--- src/rtl/cpu_ctrl_seq_if.sv ---
// cpu_ctrl_seq_if: instruction-fetch port between the sequencer and instruction memory.
// Latency: none, wires only.
// Backpressure: the sequencer holds req and addr until memory answers with ack; data is valid with ack.
interface cpu_ctrl_seq_if #(
  parameter int PC_W = 4
);
  logic            req;
  logic [PC_W-1:0] addr;
  logic            ack;
  logic [7:0]      data;

  modport master (output req, output addr, input ack, input data);
  modport slave  (input req, input addr, output ack, output data);
endinterface

--- src/rtl/cpu_ctrl_seq.sv ---
// cpu_ctrl_seq: fetch/decode/execute sequencer for the 4-bit CPU, drives operand mux select, ALU op, write strobe, PC.
// Latency: 3 cycles per instruction minimum (FETCH with same-cycle ack, DECODE, EXEC).
// Backpressure: fetch request and address held until imem ack; FETCH_TMO cycles without ack -> FAULT (terminal).
// Build option CTRL_SINGLE_STEP_EN: adds input step and a PAUSE state entered after every EXEC.
module cpu_ctrl_seq #(
  parameter int PC_W      = 4,
  parameter int FETCH_TMO = 15
) (
  input  logic           clk,
  input  logic           rst_n,
`ifdef CTRL_SINGLE_STEP_EN
  input  logic           step,
`endif
  cpu_ctrl_seq_if.master imem,
  input  logic           alu_z,
  output logic           sel1,
  output logic           sel0,
  output logic [1:0]     alu_op,
  output logic           reg_we,
  output logic [1:0]     reg_wa,
  output logic           halted,
  output logic           fault
);

  localparam logic [2:0] S_FETCH  = 3'd0;
  localparam logic [2:0] S_DECODE = 3'd1;
  localparam logic [2:0] S_EXEC   = 3'd2;
  localparam logic [2:0] S_HALT   = 3'd3;
  localparam logic [2:0] S_FAULT  = 3'd4;
  localparam logic [2:0] S_PAUSE  = 3'd5;

`ifdef CTRL_SINGLE_STEP_EN
  localparam logic [2:0] S_AFTER_EXEC = S_PAUSE;
`else
  localparam logic [2:0] S_AFTER_EXEC = S_FETCH;
`endif

  localparam logic [3:0] OP_MOV = 4'h1;
  localparam logic [3:0] OP_ADD = 4'h2;
  localparam logic [3:0] OP_SUB = 4'h3;
  localparam logic [3:0] OP_HLT = 4'hD;
  localparam logic [3:0] OP_JZ  = 4'hE;
  localparam logic [3:0] OP_JMP = 4'hF;

  // Last wait-count value before the fetch is declared dead.
  localparam logic [7:0] TMO_LAST = 8'(FETCH_TMO - 1);

  logic [2:0]      state;
  logic [2:0]      state_nx;
  logic [PC_W-1:0] pc;
  logic [PC_W-1:0] pc_nx;
  logic [PC_W-1:0] pc_inc;
  logic [PC_W-1:0] jmp_tgt;
  logic [7:0]      ir;
  logic [3:0]      opc;
  logic            z_flag;
  logic            req_q;
  logic [7:0]      wcnt;
  logic            fetch_ok;
  logic            fetch_wait;

  assign opc        = ir[7:4];
  assign pc_inc     = pc + PC_W'(1);
  // Jump target is the 4-bit immediate; any upper PC bits are cleared.
  assign jmp_tgt    = PC_W'(ir[3:0]);
  // An ack only counts while our request is actually on the wire.
  assign fetch_ok   = (state == S_FETCH) && req_q && imem.ack;
  assign fetch_wait = (state == S_FETCH) && req_q && !imem.ack;

  // Next state and next PC.
  always_comb begin
    state_nx = state;
    pc_nx    = pc;
    case (state)
      S_FETCH: begin
        if (fetch_ok)
          state_nx = S_DECODE;
        else if (fetch_wait && (wcnt == TMO_LAST))
          state_nx = S_FAULT;
      end
      S_DECODE: state_nx = S_EXEC;
      S_EXEC: begin
        case (opc)
          OP_HLT:  pc_nx = pc;
          OP_JMP:  pc_nx = jmp_tgt;
          OP_JZ:   pc_nx = z_flag ? jmp_tgt : pc_inc;
          default: pc_nx = pc_inc;
        endcase
        state_nx = (opc == OP_HLT) ? S_HALT : S_AFTER_EXEC;
      end
      S_PAUSE: begin
`ifdef CTRL_SINGLE_STEP_EN
        if (step)
          state_nx = S_FETCH;
`else
        state_nx = S_FETCH;
`endif
      end
      S_HALT:  state_nx = S_HALT;
      S_FAULT: state_nx = S_FAULT;
      // Illegal encodings park in FAULT so software sees a dead sequencer rather than garbage.
      default: state_nx = S_FAULT;
    endcase
  end

  // Sequencer state, PC, IR, zero flag, registered fetch request and fetch wait counter.
  always_ff @(posedge clk or negedge rst_n) begin
    if (!rst_n) begin
      state  <= S_FETCH;
      pc     <= '0;
      ir     <= '0;
      z_flag <= 1'b0;
      req_q  <= 1'b0;
      wcnt   <= '0;
    end else begin
      state <= state_nx;
      pc    <= pc_nx;
      // Request is registered so it stays low during reset and rises one cycle after release.
      req_q <= (state_nx == S_FETCH);
      if (fetch_ok)
        ir <= imem.data;
      if ((state == S_EXEC) && ((opc == OP_ADD) || (opc == OP_SUB)))
        z_flag <= alu_z;
      if (fetch_wait)
        wcnt <= wcnt + 8'd1;
      else
        wcnt <= '0;
    end
  end

  // Write strobe and ALU op exist only in EXEC of MOV/ADD/SUB.
  always_comb begin
    reg_we = 1'b0;
    alu_op = 2'b00;
    if (state == S_EXEC) begin
      case (opc)
        OP_MOV: reg_we = 1'b1;
        OP_ADD: begin
          reg_we = 1'b1;
          alu_op = 2'b01;
        end
        OP_SUB: begin
          reg_we = 1'b1;
          alu_op = 2'b10;
        end
        default: ;
      endcase
    end
  end

  // Operand select comes straight from IR, which is loaded on the fetch ack, so it is valid from DECODE through EXEC.
  assign sel1      = ir[3];
  assign sel0      = ir[2];
  assign reg_wa    = ir[1:0];
  assign imem.req  = req_q;
  assign imem.addr = pc;
  assign halted    = (state == S_HALT) || (state == S_FAULT);
  assign fault     = (state == S_FAULT);

endmodule

--- src/flat_wrapper.sv ---
// flat-port wrapper written by rule: the top's interface ports become plain ports
module cpu_ctrl_seq_flat 
#(
  parameter int PC_W      = 4,
  parameter int FETCH_TMO = 15
)
  (clk, rst_n, alu_z, sel1, sel0, alu_op, reg_we, reg_wa, halted, fault, imem_req, imem_addr, imem_ack, imem_data);
  cpu_ctrl_seq_if #(.PC_W(PC_W)) imem_i ();
  input  logic clk;
  input  logic rst_n;
  input  logic alu_z;
  output logic sel1;
  output logic sel0;
  output logic [1:0] alu_op;
  output logic reg_we;
  output logic [1:0] reg_wa;
  output logic halted;
  output logic fault;
  output wire logic [$bits(imem_i.req)-1:0] imem_req;
  output wire logic [$bits(imem_i.addr)-1:0] imem_addr;
  input wire logic [$bits(imem_i.ack)-1:0] imem_ack;
  input wire logic [$bits(imem_i.data)-1:0] imem_data;
  assign imem_req = imem_i.req;
  assign imem_addr = imem_i.addr;
  assign imem_i.ack = imem_ack;
  assign imem_i.data = imem_data;
  cpu_ctrl_seq #(.PC_W(PC_W), .FETCH_TMO(FETCH_TMO)) u_core (.clk(clk), .rst_n(rst_n), .imem(imem_i), .alu_z(alu_z), .sel1(sel1), .sel0(sel0), .alu_op(alu_op), .reg_we(reg_we), .reg_wa(reg_wa), .halted(halted), .fault(fault));
endmodule
--- config.mk ---
export PLATFORM = sky130hd
export DESIGN_NAME = cpu_ctrl_seq_flat
export DESIGN_NICKNAME = d
export VERILOG_FILES = /design/src/rtl/cpu_ctrl_seq_if.sv /design/src/rtl/cpu_ctrl_seq.sv /design/src/flat_wrapper.sv
export SDC_FILE = /design/constraint.sdc
export NUM_CORES = 1
export LEC_CHECK = 0
export ABC_AREA = 1
export CAP_MARGIN = 20
export CELL_PAD_IN_SITES_DETAIL_PLACEMENT = 1
export CELL_PAD_IN_SITES_GLOBAL_PLACEMENT = 2
export CORE_ASPECT_RATIO = 0.9
export CORE_MARGIN = 5
export CORE_UTILIZATION = 27
export DETAILED_ROUTE_END_ITERATION = 16
export GPL_ROUTABILITY_DRIVEN = 0
export PLACE_DENSITY_LB_ADDON = 0.1
export SLEW_MARGIN = 20
export SYNTH_ARGS = -nofsm -noshare
export SYNTH_HDL_FRONTEND = slang
export SYNTH_SLANG_ARGS = --single-unit
--- constraint.sdc ---
create_clock -name clk -period 1.1 [get_ports clk]
set_input_delay 0.22 -clock clk [delete_from_list [all_inputs] [get_ports clk]]
set_output_delay 0.22 -clock clk [all_outputs]
set_load 0.005 [all_outputs]
==> summary.md, run 1 <==
| Metric | Value |
|---|---|
| Run status | finished with violations |
| Failing checks | negative setup slack |
| Measured slew at the worst slew-check pin | 323 ps |
| Die outline area | 6550 um^2 |
| Clock Skew | 3.46 ps |
| GR Util All Layers | 13.0% |
| Maximum capacitance violations | 0 |
| Clock Sinks | 25 |
| Worst EP required | 880 ps |
| Post-synthesis cell count | 164 |
| Top-area cell type share of the netlist area | 46.0% |
| Total count of hold-check failures in the final report | 0 |
| Count of hold buffers inserted by post-cts repair | 0 |
| PnR worst setup slack | -383 ps |
| Via density | 4.42 |
| Y dimension of the die | 77.3 um |
| Clock tree from TritonCTS | yes |
| Register-to-register path setup slack | -260 ps |
| Post-detailed-routing wire length | 4010 um |
| Number of top-level design ports | 26 |
| Antenna diode instance count | 0 |
| Type of the worst setup path | register to primary output |
| Shortest clock period the worst path allows after layout | 1480 ps |
| Area of the core | 4860 um^2 |
| Stages on worst setup path | 5 |
| Routed via count | 1314 |
| Ratio of total power to cell area | 2370 nW/um^2 |
| Cells on worst reg2reg path | 9 |
| Startpoint kind of the worst setup timing path | register |
| Number of synthesized flops with an enable pin | 0 |
| Synth-to-Final Area Change | 68.6% |
| Port bufs | 25 |
| Worst hold path type | primary input to asynchronous set/reset pin |
| Number of buffers created by CTS | 3 |
| Antenna Nets Post-Route | 0 |
| Largest vdd supply drop | 1.03 mV |
| RSZ-0062 raised after global routing | true |
| Cell family contributing the most delay on the critical path | flip-flops |
| Crit path launch | u_core.state[0]$_DFF_PN0_ |
| Effective utilization at floorplan | 27.9% |
| Average size of a mapped cell | 8.29 um^2 |
| Relative max-transition margin | 78.2% |
| Total chip power | 5.43 mW |
| Post-DP HPWL | 2720 um |
| Final count of negative-setup-slack endpoints | 29 |
| Worst-path fanout max | 3 |
| Final worst hold slack | 291 ps |
| Capturing instance or port of the critical path | alu_op[1] |
| DRC Markers | 0 |
| H-tree level count | 1 |
| Critical path endpoint category | primary output |
| Global-route wire length before repair | 7050 um |
| Syn. warnings | 0 |
| Leading post-synthesis cells by cell area | dfrtp_1 46%, nand2_1 10%, nor2_1 6.1% |
| Worst endpoint data arrival time | 1260 ps |
| Post-DR wirelength/cell | 13.5 um |
| Post-layout net count | 248 |
| Setup TNS | -5940 ps |
| Root buffer cell | clkbuf_8 |
| Leakage Power | 1.11 nW |
| Utilization of the core after routing | 47.1% |
| Row Count | 24 |
| Detailed Route Iter0 Violations | 50 |
| Number of library cell types mapped by synthesis | 23 |
| Largest net degree at the start of global routing | 26 |
| Buf/Inv on CP | 2 |
| Sequential fraction of the synthesis area | 46.0% |
| Post-Synthesis Cell Area | 1360 um^2 |
| Width of the die | 84.8 um |
| R2r endpoint | u_core.imem.req$_DFF_PN0_ |
| Clock-pin transition on the worst setup and hold timing paths | 90 ps |
| Highest clock rate | 674 MHz |
| Async SR Flop Fraction | 100% |
| Syn Nets | 179 |
| Cell type with the largest total area after synthesis | dfrtp_1 |
| Final cycle utilization of the critical path | 135% |
| Chain of cells forming the critical path | buf_6 -> nor2_4 -> nand2_4 -> nor3_2 -> buf_2 |
| Skew-Pair Late Insertion Delay | 270 ps |
| GR Overflow Total | 0 |
| Reg2Reg Launch Point | u_core.state[0]$_DFF_PN0_ |
| Antenna violations before repair | 0 |
| Share of final-layout standard cells stronger than drive strength 1 | 53.0% |
| Max Buffers Root-to-Sink | 2 |
| Worst-path cell with the longest stage delay | dfrtp_2 |
| Via count of the first global-routing pass | 1489 |
| Slowest cell delay on critical path | 430 ps |
| Final slew viol count | 0 |
| Number of flip-flops and latches in the synthesized netlist | 25 |
| Worst Setup Slack post-DPL | -512 ps |
| Top_reg_cell synth | dfrtp_1 |
| Detailed-routing iteration count for the pre-antenna-repair pass | 4 |
-- synth_stat cells (4+ instances only) --
library cell and instances:
a21oi_1 6, dfrtp_1 25, inv_1 15, nand2_1 38, nand2_2 7, nand3_1 11
nor2_1 22, nor2_2 4, o21ai_0 4, o21ai_2 8
-- area by class of cell --
class,count,area [um^2]
tap,65,81.3
sequential,25,628
timing repair buffer,67,594
clock buffer,4,45.0
inverter,19,86.3
multi-input combinational,117,856
fill,573,2570
-- cells in the final DEF (no fill, tap or decap), types with 3 or more instances in the layout --
master           count
a21oi_1              5
buf_12               3
buf_2               10
buf_4               27
buf_6               11
clkbuf_2             4
clkbuf_8             3
clkdlybuf4s50_1     11
dfrtp_1             23
ha_1                 3
inv_1               11
inv_2                5
nand2_1             25
nand2_2              6
nand2_4             13
nand3_1              7
nand3_2              4
nand4_1              3
nor2_1              15
nor2_2               3
nor2_4              11
o21ai_2              9
-- metrics by stage --
stage / instance area, um^2 / cells
detailed placement: 1910 / 279
floorplan: 1380 / 164
CTS: 2150 / 296
finish: 2290 / 297
global placement: 1910 / 279
global route: 2290 / 297
-- worst reg2reg max path, cell delays in order (launching register included) --
cell and delay, ps:
dfrtp_2 430, buf_6 130, nor2_4 120, buf_6 120, nand3_4 60, nor2_4 110
buf_12 150, nand2_4 60, nand2_4 60, nor2_1 40
-- flip-flops by register name, summed over array words and instances, names as in the netlist --
| signal | cells |
|---|---|
| u_core.z_flag | 1 |
| u_core.ir | 8 |
| u_core.state | 3 |
| u_core.imem.req | 1 |
| u_core.wcnt | 8 |
| u_core.imem.addr | 4 |
-- worst min-delay path by stage --
stage               slack, ps  cells past startpoint                              end
finish                    290                      2         u_core.wcnt[3]$_DFF_PN0_
global route              290                      2         u_core.wcnt[1]$_DFF_PN0_
CTS                       290                      2         u_core.wcnt[1]$_DFF_PN0_
detailed placement        550                      2         u_core.wcnt[7]$_DFF_PN0_
global placement          530                      2         u_core.wcnt[7]$_DFF_PN0_
floorplan                 -80                      0  u_core.imem.addr[0]$_DFFE_PN0P_
-- cell families (layout without fill, tap and decap cells) --
logic type	count (synthesis)	count (layout)	share of synthesized area [%]
XOR/XNOR	1	1	0.645
buffers and inverters	22	90	7.55
adder cells (fa/ha/maj)	3	3	2.76
AND/OR/NAND/NOR	93	93	33.0
flip-flops	25	25	46.0
AO/OA/AOI/OAI	20	20	10.0
-- layer usage --
layer	share of wire [%]	global-route usage, %	wire, um	up-vias
met4	0.57	2.37	23	0
met5	0	0	0	-
li1	-	-	-	654
met1	48	17.6	1920	635
met2	47	20.9	1890	21
met3	4.2	3.75	169	4
-- report_power, final --
group | switching [mW] | leakage (nW) | total (mW) | internal [mW]
Sequential | 0.218 | 0.317 | 1.44 | 1.22
Clock | 0.300 | 0.0228 | 0.560 | 0.259
Combinational | 1.70 | 0.768 | 3.43 | 1.73
Total | 2.22 | 1.11 | 5.43 | 3.21
-- timing repair --
action	4_1_cts	5_1_grt
endpoints found under the setup margin	38	34
setup buffers	12	6
gates resized for setup	84	45
pin swaps	7	19
hold endpoints to repair	0	0
gates cloned	1	0
No activity file was read; power rests on OpenSTA's default activity.
==> inputs of run 2 (changes only) <==
- CORE_UTILIZATION: 27 -> 32
- clock period: 1.1 -> 1.81 ns (I/O delays scaled with it)
==> summary.md, run 2 (synthesized netlist as in run 1, its figures left out) <==
| Metric | Value |
|---|---|
| Critical path endpoint category | primary output |
| Largest vdd supply drop | 0.663 mV (-35%) |
| Worst hold path type | primary input to asynchronous set/reset pin |
| Worst-path fanout max | 3 (unchanged) |
| Effective utilization at floorplan | 33.1% (+5.2 points) |
| Leakage Power | 0.812 nW (-27%) |
| Root buffer cell | clkbuf_8 |
| Fraction of met2 tracks used by global routing | 20.0% (-0.91 points) |
| Area of the core | 4100 um^2 (-16%) |
| Detailed-routing iteration count for the pre-antenna-repair pass | 4 (unchanged) |
| Routed via count | 1166 (-11%) |
| Chain of cells forming the critical path | inv_1 -> nand2_1 -> inv_1 -> nand2_2 -> a21oi_2 -> dlygate4sd2_1 |
| Final count of negative-setup-slack endpoints | 0 (-100%) |
| Antenna Nets Post-Route | 0 (unchanged) |
| Run status | complete, no violations |
| Port bufs | 25 (unchanged) |
| Utilization of the core after routing | 43.0% (-4.1 points) |
| GR Overflow Total | 0 (unchanged) |
| Synth-to-Final Area Change | 29.7% |
| Clock Skew | 6.37 ps (+2.91 ps) |
| Total count of hold-check failures in the final report | 0 (unchanged) |
| Worst Setup Slack post-DPL | 9.21 ps (+522 ps) |
| Number of top-level design ports | 26 (unchanged) |
| Startpoint kind of the worst setup timing path | register |
| GR Util All Layers | 12.4% (-0.66 points) |
| Antenna violations before repair | 0 (unchanged) |
| Shortest clock period the worst path allows after layout | 1750 ps |
| Ratio of total power to cell area | 1360 nW/um^2 (-42%) |
| Worst endpoint data arrival time | 1380 ps (+120 ps) |
| Post-DP HPWL | 2510 um (-7.5%) |
| Clock tree from TritonCTS | yes |
| Row Count | 22 (-8.3%) |
| Maximum capacitance violations | 0 (unchanged) |
| Clock Sinks | 25 (unchanged) |
| PnR worst setup slack | 63.6 ps (+447 ps) |
| Antenna diode instance count | 0 (unchanged) |
| Slowest cell delay on critical path | 390 ps (-40 ps) |
| Global-route wire length before repair | 5530 um (-22%) |
| Worst-path cell with the longest stage delay | dfrtp_1 |
| Most used cells in the layout excluding fill and tap cells | 37 x nand2_1, 24 x dfrtp_1, 21 x nor2_1 |
| Share of final-layout standard cells stronger than drive strength 1 | 24.1% (-29 points) |
| Instance area at placement | 1680 um^2 (-12%) |
| Measured slew at the worst slew-check pin | 330 ps (+6.46 ps) |
| Skew-Pair Late Insertion Delay | 270 ps (about the same) |
| Met1 Resource Use GR | 16.7% (-0.94 points) |
| Highest clock rate | 573 MHz |
| Number of buffers created by CTS | 3 (unchanged) |
| Fin area | 1760 um^2 (-23%) |
| Post-detailed-routing wire length | 3270 um (-18%) |
| Type of the worst setup path | register to primary output |
| Max Buffers Root-to-Sink | 2 (unchanged) |
| Peak-usage layer in the global routing report | met2 |
| Via count of the first global-routing pass | 1203 (-19%) |
| Clock-pin transition on the worst setup and hold timing paths | 90 ps (about the same) |
| Total chip power | 2.41 mW (-56%) |
| Final worst hold slack | 456 ps (+165 ps) |
| Worst EP required | 1450 ps (+570 ps) |
| Post-layout net count | 215 (-13%) |
| H-tree level count | 1 (unchanged) |
| Post-DR wirelength/cell | 13.2 um (-1.8%) |
| Via density | 4.72 (+6.7%) |
| Y dimension of the die | 71.8 um (-7.1%) |
| Most common cell after layout, fill and taps aside | nand2_1 |
| DRC Markers | 0 (unchanged) |
| Library cell appearing most often on the critical path | inv_1 |
| Width of the die | 78.7 um (-7.2%) |
| Die outline area | 5650 um^2 (-14%) |
| Largest net degree at the start of global routing | 26 (unchanged) |
| Relative max-transition margin | 78.0% (-0.20 points) |
| Detailed Route Iter0 Violations | 30 (-40%) |
| Final slew viol count | 0 (unchanged) |
| Met3 routing resource usage after global routing | 3.02% (-0.74 points) |
| Final cycle utilization of the critical path | 96.5% |
[run 2: changes by cell type in the layout (fill, tap and decap cells not counted), moves of 6 or more]
cell / before / now
buf_4: 27 / 9
nand2_4: 13 / 0
nand2_1: 25 / 37
buf_6: 11 / 0
buf_2: 10 / 0
clkdlybuf4s50_1: 11 / 20
nor2_4: 11 / 3
nor2_1: 15 / 21
[run 2: final cells by class]
cell class / instances / area, um^2
Sequential cell: 25 / 627
Fill cell: 504 / 2340
Tap cell: 48 / 60.1
Inverter: 19 / 72.6
Timing Repair Buffer: 34 / 309
Multi-Input combinational cell: 117 / 649
Clock buffer: 4 / 45.0
[run 2: repair_timing]
item,4_1_cts,5_1_grt
setup buffers,3,0
hold buffers,0,0
resized for setup,6,8
endpoints found under the setup margin,5,3
[run 2: power by group]
| group | internal (mW) | switching [mW] |
|---|---|---|
| clock network | 0.157 | 0.178 |
| registers | 0.742 | 0.192 |
| logic | 0.536 | 0.601 |
[run 2: stage by stage]
stage          instances  setup TNS, ps
2_1_floorplan        164              0
6_report             247              0
4_1_cts              247              0
3_3_place_gp         240              0
3_5_place_dp         240              0
5_1_grt              247         -0.817
[run 2: critical path: cells and delay by family, from the launching register on]
kind            cells  cell delay (ps)
flops               1              390
compound gates      1              120
buf+inv             3              430
simple gates        2              170
[run 2: final timing paths]
path                       cells after the start                        end  slack (ps)                 startpoint
max in group asynchronous                      2  u_core.state[0]$_DFF_PN0_        1080                      rst_n
hold reg to reg                                1   u_core.wcnt[0]$_DFF_PN0_         480   u_core.wcnt[0]$_DFF_PN0_
min in group clk                               1   u_core.wcnt[0]$_DFF_PN0_         480   u_core.wcnt[0]$_DFF_PN0_
setup / recovery                               6                     reg_we          60   u_core.ir[6]$_DFFE_PN0P_
setup reg to reg                               8  u_core.imem.req$_DFF_PN0_         460  u_core.state[1]$_DFF_PN0_
hold / removal                                 2   u_core.wcnt[7]$_DFF_PN0_         460                      rst_n
[run 2: layer usage]
metal	wire, um	vias up	part of all wire (%)
met3	158	2	4.8
met2	1530	23	47
met1	1560	549	48
li1	-	592	-
met5	0	-	0
met4	24	0	0.73
